==> src/rtl/dnn_ctrl_pkg.sv <==
// dnn_ctrl_pkg: shared types and constants for the inference run sequencer
package dnn_ctrl_pkg;
    localparam int DATA_WIDTH  = 16;
    localparam int IDX_WIDTH   = 4;
    localparam int NUM_CLASSES = 10;
    localparam logic [IDX_WIDTH-1:0] ERR_DIGIT = 4'hF;
    typedef enum logic [2:0] {
        S_IDLE,
        S_CLR,
        S_START,
        S_WAIT,
        S_SCAN,
        S_RESULT
    } ctrl_state_t;
endpackage

==> src/rtl/argmax_tracker.sv <==
// argmax_tracker: running signed max/arg over scanned class scores, lowest index wins ties
module argmax_tracker
    import dnn_ctrl_pkg::*;
(
    input  logic                  clk_i,
    input  logic                  rst_ni,
    input  logic                  clr_i,
    input  logic                  en_i,
    input  logic [IDX_WIDTH-1:0]  idx_i,
    input  logic [DATA_WIDTH-1:0] score_i,
    output logic [DATA_WIDTH-1:0] nxt_max_o,
    output logic [IDX_WIDTH-1:0]  nxt_arg_o
);
    localparam logic [DATA_WIDTH-1:0] MOST_NEG = {1'b1, {(DATA_WIDTH-1){1'b0}}};
    logic [DATA_WIDTH-1:0] max_q;
    logic [IDX_WIDTH-1:0]  arg_q;
    logic                  take;
    // Strict greater-than keeps the earlier index when scores tie
    always_comb begin
        take      = en_i && ($signed(score_i) > $signed(max_q));
        nxt_max_o = take ? score_i : max_q;
        nxt_arg_o = take ? idx_i : arg_q;
    end
    // Running best, restarted from the most-negative score at the start of each scan
    always_ff @(posedge clk_i or negedge rst_ni) begin
        if (!rst_ni) begin
            max_q <= MOST_NEG;
            arg_q <= '0;
        end else if (clr_i) begin
            max_q <= MOST_NEG;
            arg_q <= '0;
        end else begin
            max_q <= nxt_max_o;
            arg_q <= nxt_arg_o;
        end
    end
endmodule

==> src/rtl/dnn_infer_ctrl.sv <==
// dnn_infer_ctrl: sequences one engine run per request and returns the argmax class
module dnn_infer_ctrl
    import dnn_ctrl_pkg::*;
#(
    parameter int TIMEOUT_CYCLES = 1048576,
    parameter int TO_WIDTH       = 21
) (
    input  logic                  clk_i,
    input  logic                  rst_ni,
    input  logic                  req_i,
    output logic                  busy_o,
    output logic                  eng_reset_o,
    output logic                  eng_start_o,
    input  logic                  eng_done_i,
    output logic [IDX_WIDTH-1:0]  out_idx_o,
    input  logic [DATA_WIDTH-1:0] eng_out_i,
    output logic                  res_valid_o,
    input  logic                  res_ready_i,
    output logic [IDX_WIDTH-1:0]  res_digit_o,
    output logic [DATA_WIDTH-1:0] res_score_o,
    output logic                  res_err_o
);
    ctrl_state_t           state_q, state_d;
    logic [TO_WIDTH-1:0]   wd_q, wd_d;
    logic [IDX_WIDTH-1:0]  idx_q, idx_d;
    logic [IDX_WIDTH-1:0]  digit_q, digit_d;
    logic [DATA_WIDTH-1:0] score_q, score_d;
    logic                  err_q, err_d;
    logic                  trk_clr, trk_en;
    logic [DATA_WIDTH-1:0] nxt_max;
    logic [IDX_WIDTH-1:0]  nxt_arg;

    argmax_tracker u_trk (
        .clk_i     (clk_i),
        .rst_ni    (rst_ni),
        .clr_i     (trk_clr),
        .en_i      (trk_en),
        .idx_i     (idx_q),
        .score_i   (eng_out_i),
        .nxt_max_o (nxt_max),
        .nxt_arg_o (nxt_arg)
    );

    // Next-state, watchdog, scan index and result capture
    always_comb begin
        state_d = state_q;
        wd_d    = wd_q;
        idx_d   = idx_q;
        digit_d = digit_q;
        score_d = score_q;
        err_d   = err_q;
        trk_clr = 1'b0;
        trk_en  = 1'b0;
        case (state_q)
            S_IDLE: state_d = req_i ? S_CLR : S_IDLE;
            S_CLR: begin
                state_d = S_START;
                digit_d = '0;
                score_d = '0;
                err_d   = 1'b0;
            end
            S_START: begin
                state_d = S_WAIT;
                wd_d    = '0;
            end
            S_WAIT: begin
                if (eng_done_i) begin
                    state_d = S_SCAN;
                    idx_d   = '0;
                    trk_clr = 1'b1;
                end else if (wd_q == TO_WIDTH'(TIMEOUT_CYCLES - 1)) begin
                    state_d = S_RESULT;
                    err_d   = 1'b1;
                    digit_d = ERR_DIGIT;
                    score_d = '0;
                end else begin
                    wd_d = wd_q + 1'b1;
                end
            end
            S_SCAN: begin
                trk_en = 1'b1;
                if (idx_q == IDX_WIDTH'(NUM_CLASSES - 1)) begin
                    state_d = S_RESULT;
                    idx_d   = '0;
                    digit_d = nxt_arg;
                    score_d = nxt_max;
                    err_d   = 1'b0;
                end else begin
                    idx_d = idx_q + 1'b1;
                end
            end
            S_RESULT: state_d = res_ready_i ? S_IDLE : S_RESULT;
            default: state_d = S_IDLE;
        endcase
    end

    // State and datapath registers
    always_ff @(posedge clk_i or negedge rst_ni) begin
        if (!rst_ni) begin
            state_q <= S_IDLE;
            wd_q    <= '0;
            idx_q   <= '0;
            digit_q <= '0;
            score_q <= '0;
            err_q   <= 1'b0;
        end else begin
            state_q <= state_d;
            wd_q    <= wd_d;
            idx_q   <= idx_d;
            digit_q <= digit_d;
            score_q <= score_d;
            err_q   <= err_d;
        end
    end

    assign busy_o      = state_q != S_IDLE;
    assign eng_reset_o = state_q == S_CLR;
    assign eng_start_o = state_q == S_START;
    assign res_valid_o = state_q == S_RESULT;
    assign out_idx_o   = idx_q;
    assign res_digit_o = digit_q;
    assign res_score_o = score_q;
    assign res_err_o   = err_q;
endmodule

==> config.mk <==
export PLATFORM = sky130hd
export DESIGN_NAME = dnn_infer_ctrl
export DESIGN_NICKNAME = d
export VERILOG_FILES = /design/src/rtl/dnn_ctrl_pkg.sv /design/src/rtl/argmax_tracker.sv /design/src/rtl/dnn_infer_ctrl.sv
export SDC_FILE = /design/constraint.sdc
export NUM_CORES = 1
export LEC_CHECK = 0
export ABC_AREA = 1
export CORE_MARGIN = 2
export CORE_UTILIZATION = 25
export CTS_CLUSTER_SIZE = 8
export DETAILED_ROUTE_END_ITERATION = 8
export DONT_BUFFER_PORTS = 1
export HOLD_SLACK_MARGIN = 0.06
export PLACE_DENSITY_LB_ADDON = 0.08
export SLEW_MARGIN = 25
export SYNTH_ARGS = -nofsm -noshare
export SYNTH_HDL_FRONTEND = slang
export SYNTH_SLANG_ARGS = --single-unit
==> constraint.sdc <==
create_clock -name clk_i -period 5.44 [get_ports clk_i]
set_input_delay 0.816 -clock clk_i [delete_from_list [all_inputs] [get_ports clk_i]]
set_output_delay 0.816 -clock clk_i [all_outputs]
set_load 0.01 [all_outputs]
==> results.py <==
metrics = {
    "timing": {
        "slew_headroom": 0.415,
        "min_period_ps": 2860,
        "min_period_over_period": 0.526,
        "slew_violations": 0,
        "tns_ps": 0,
        "finalSetupViolations": 0,
        "hold_violations": 0,
        "worst_slack_ps": 2580,
        "tightest_slew_ps": 875,
        "max_freq_ghz": 0.349,
        "rsz0062_at_grt": "false",
        "clock-skew-final_ps": 8.23,
    },
    "clocking": {
        "cts-root-buf": "clkbuf_16",
        "post_cts_buffers": 0,
        "clockBufferDepth": 2,
        "ctsHtreeMaxLevel": 3,
        "cts-resized-gates": 0,
        "clkSinkCount": 69,
        "clk_latency_ps": 340,
        "cts_tree": "done",
        "ctsHoldBuffers": 0,
        "cts-buffers-inserted": 9,
        "path_clk_slew_ps": 60,
    },
    "grt": {
        "antenna_found_initial": 0,
        "grt_pass1_wl_um": 18700,
        "grt_overflow": 0,
        "grt_max_degree": 70,
        "grt_usage": 0.140,
        "first_global_vias": 3354,
    },
    "synth": {
        "seq_area_frac_synth": 0.428,
        "async_flop_share": 1.00,
        "syn_area_sq_um": 4040,
        "avgSynthCellArea_sq_um": 7.47,
        "synthFlopType": "dfrtp_1",
        "synth_warnings": 0,
        "yosys.area.top_type": "dfrtp_1",
        "netlist-cell-type-count": 37,
        "syn_inst": 541,
        "syn-num-nets": 581,
        "synth-seq-cells": 69,
        "synth_edf_count": 0,
        "synth_top_area_frac": 0.421,
        "synth_area_leaders": "dfrtp_1 42%, nand2_1 14%, inv_1 7.5%",
    },
    "pwr": {
        "p_comb_frac": 0.385,
        "switching_share": 0.439,
        "cellPowerDensity_nw_per_um2": 509,
        "ir_drop_v": 0.000327,
        "power_switching_uw": 1010,
        "intPower_uw": 1290,
        "pwr-share-seq": 0.359,
        "pwr-share-clk": 0.256,
        "p_leak_uw": 0.00232,
    },
    "die": {
        "die_h_um": 131,
        "fp-row-count": 46,
        "initial_core_util": 0.255,
        "io-pin-count": 50,
        "die_x_um": 131,
        "core_sq_um": 15800,
        "dieArea_sq_um": 17200,
    },
    "outcome": {
        "status": "complete, no violations",
    },
    "route": {
        "num_vias": 3370,
        "wire_per_inst_um": 14.8,
        "drc": 0,
        "ant_nets": 0,
        "dr.pass1.iters": 5,
        "drtIter0Drc": 137,
        "totalWireLength_um": 11200,
        "via_per_inst": 4.44,
    },
    "setup_path": {
        "cp-start-kind": "flop",
        "path_class": "reg2reg",
        "crit_arrival_ps": 3090,
        "startpoint": "u_trk.max_q[15]",
        "worstPathMaxFanout": 20,
        "endpoint_kind": "flop",
        "required_ps": 5660,
        "path_cells": "inv_1, ha_1, nand2_1, nor2_2, nand2_1, nor2_2, nand2_1, nand3_1, nand2_1, nand2_1, nand3_1, nand3_1, nand2_1",
        "cp_common_cell": "nand2_1",
        "cpMaxStageDelayCell": "nand2_1",
        "critical-path-max-stage-delay_ps": 640,
        "r2r_start": "u_trk.max_q[15]",
    },
    "placement": {
        "globalplace.congestion": 0.752,
        "dp_hpwl_um": 7680,
        "placed_area_sq_um": 4220,
        "pre_cts_slack_ps": 2220,
        "numPortBuffers": 0,
    },
    "min_path": {
        "worstHoldPathType": "in2async",
    },
    "cells_and_area": {
        "area_growth_pct": 11.7,
        "drive_gt1_frac": 0.0755,
        "fill_cells": 1735,
        "antenna_cells": 0,
        "nets": 578,
        "fin_area_sq_um": 4510,
    },
    "job": {
        "drv_cap": 0,
    },
}
[power groups by stage]
stage | registers [uW] | clock network (uW) | logic, uW
finish | 824 | 588 | 884
global route | 849 | 639 | 1040
CTS | 829 | 614 | 901
detailed placement | 837 | 0 | 896
global placement | 835 | 0 | 890
floorplan | 798 | 0 | 722
[cells in the mapped netlist, types with 2 or more instances]
master	n
ha_1	19
buf_6	3
nor2_1	41
nand2_2	3
inv_2	6
nor3_1	12
nor2_2	4
xor2_1	2
a21oi_1	13
xnor2_1	5
o22ai_1	3
nor3_2	3
buf_2	8
nand2_1	156
o21ai_0	16
nand3_1	60
buf_4	3
nand3b_1	4
nand4_1	9
inv_1	81
o31ai_1	3
o21ai_1	5
dfrtp_1	68
[through the flow]
step / hold WS, ps / utilization / cells / power [uW]
4_1_cts: 146 / 0.285 / 759 / 2340
6_report: 169 / 0.285 / 759 / 2300
3_5_place_dp: 502 / 0.267 / 743 / 1730
2_1_floorplan: 455 / - / 541 / 1520
5_1_grt: 139 / 0.285 / 759 / 2520
3_3_place_gp: 497 / 0.267 / 743 / 1720
[final cells by class]
cell class	instances	area [sq um]	share of cell area
clock inverters	5	52.6	0.0117
repair buffers	2	15.0	0.00333
flip-flops and latches	69	1730	0.383
clock buffers	11	233	0.0516
inverters	87	327	0.0724
well taps	216	270	0.0599
multi-input cells	369	1890	0.418
[placed cells by master (no fill, tap or decap), drive strengths merged, types with 3 or more instances in the layout]
cell | netlist | final
a21oi | 13 | 13
clkbuf | 1 | 11
clkinv | 0 | 3
dfrtp | 68 | 68
ha | 19 | 19
inv | 87 | 87
nand2 | 160 | 160
nand3 | 61 | 61
nand3b | 4 | 4
nand4 | 9 | 9
nor2 | 46 | 46
nor3 | 16 | 16
o21ai | 21 | 21
o22ai | 3 | 3
o31ai | 3 | 3
xnor2 | 5 | 5
[worst paths after layout]
path / to / slack (ps) / cells past startpoint
worst max-delay path: res_score_o[3] / 2580 / 13
worst min-delay path: res_score_o[10] / 170 / 0
worst max register to register: res_score_o[3] / 2580 / 13
worst min register to register: wd_q[11] / 500 / 1
max in group asynchronous: u_trk.max_q[15] / 5080 / 0
min in group clk_i: wd_q[11] / 500 / 1
[routing by layer]
| layer | vias to the layer above | global-route usage | routed length [um] |
|---|---|---|---|
| li1 | 1709 | - | - |
| met3 | 6 | 0.0536 | 627 |
| met5 | - | 0 | 0 |
| met2 | 67 | 0.217 | 5270 |
| met4 | 0 | 0.0399 | 81 |
| met1 | 1588 | 0.182 | 5220 |
[flip-flops by register name (all words and copies together) (netlist names)]
name         count
out_idx_o        4
res_digit_o      4
res_err_o        1
res_score_o     16
state_q          3
u_trk.arg_q      4
wd_q            21
u_trk.max_q     16
[worst max-delay path, delay by kind of cell (launching register included)]
family | cells | cell delay (ps)
and+or+nand+nor | 11 | 1840
adders and majority gates | 1 | 350
buffers and inverters | 1 | 50
DFF | 1 | 510
[cells by family after synthesis]
family,after synthesis,synth area share
fa+ha+maj,19,0.0589
buf+inv,103,0.107
simple gates,299,0.331
xor+xnor,7,0.0152
flops,69,0.428
compound gates,44,0.0610
Power figures use the tool's default switching activity.
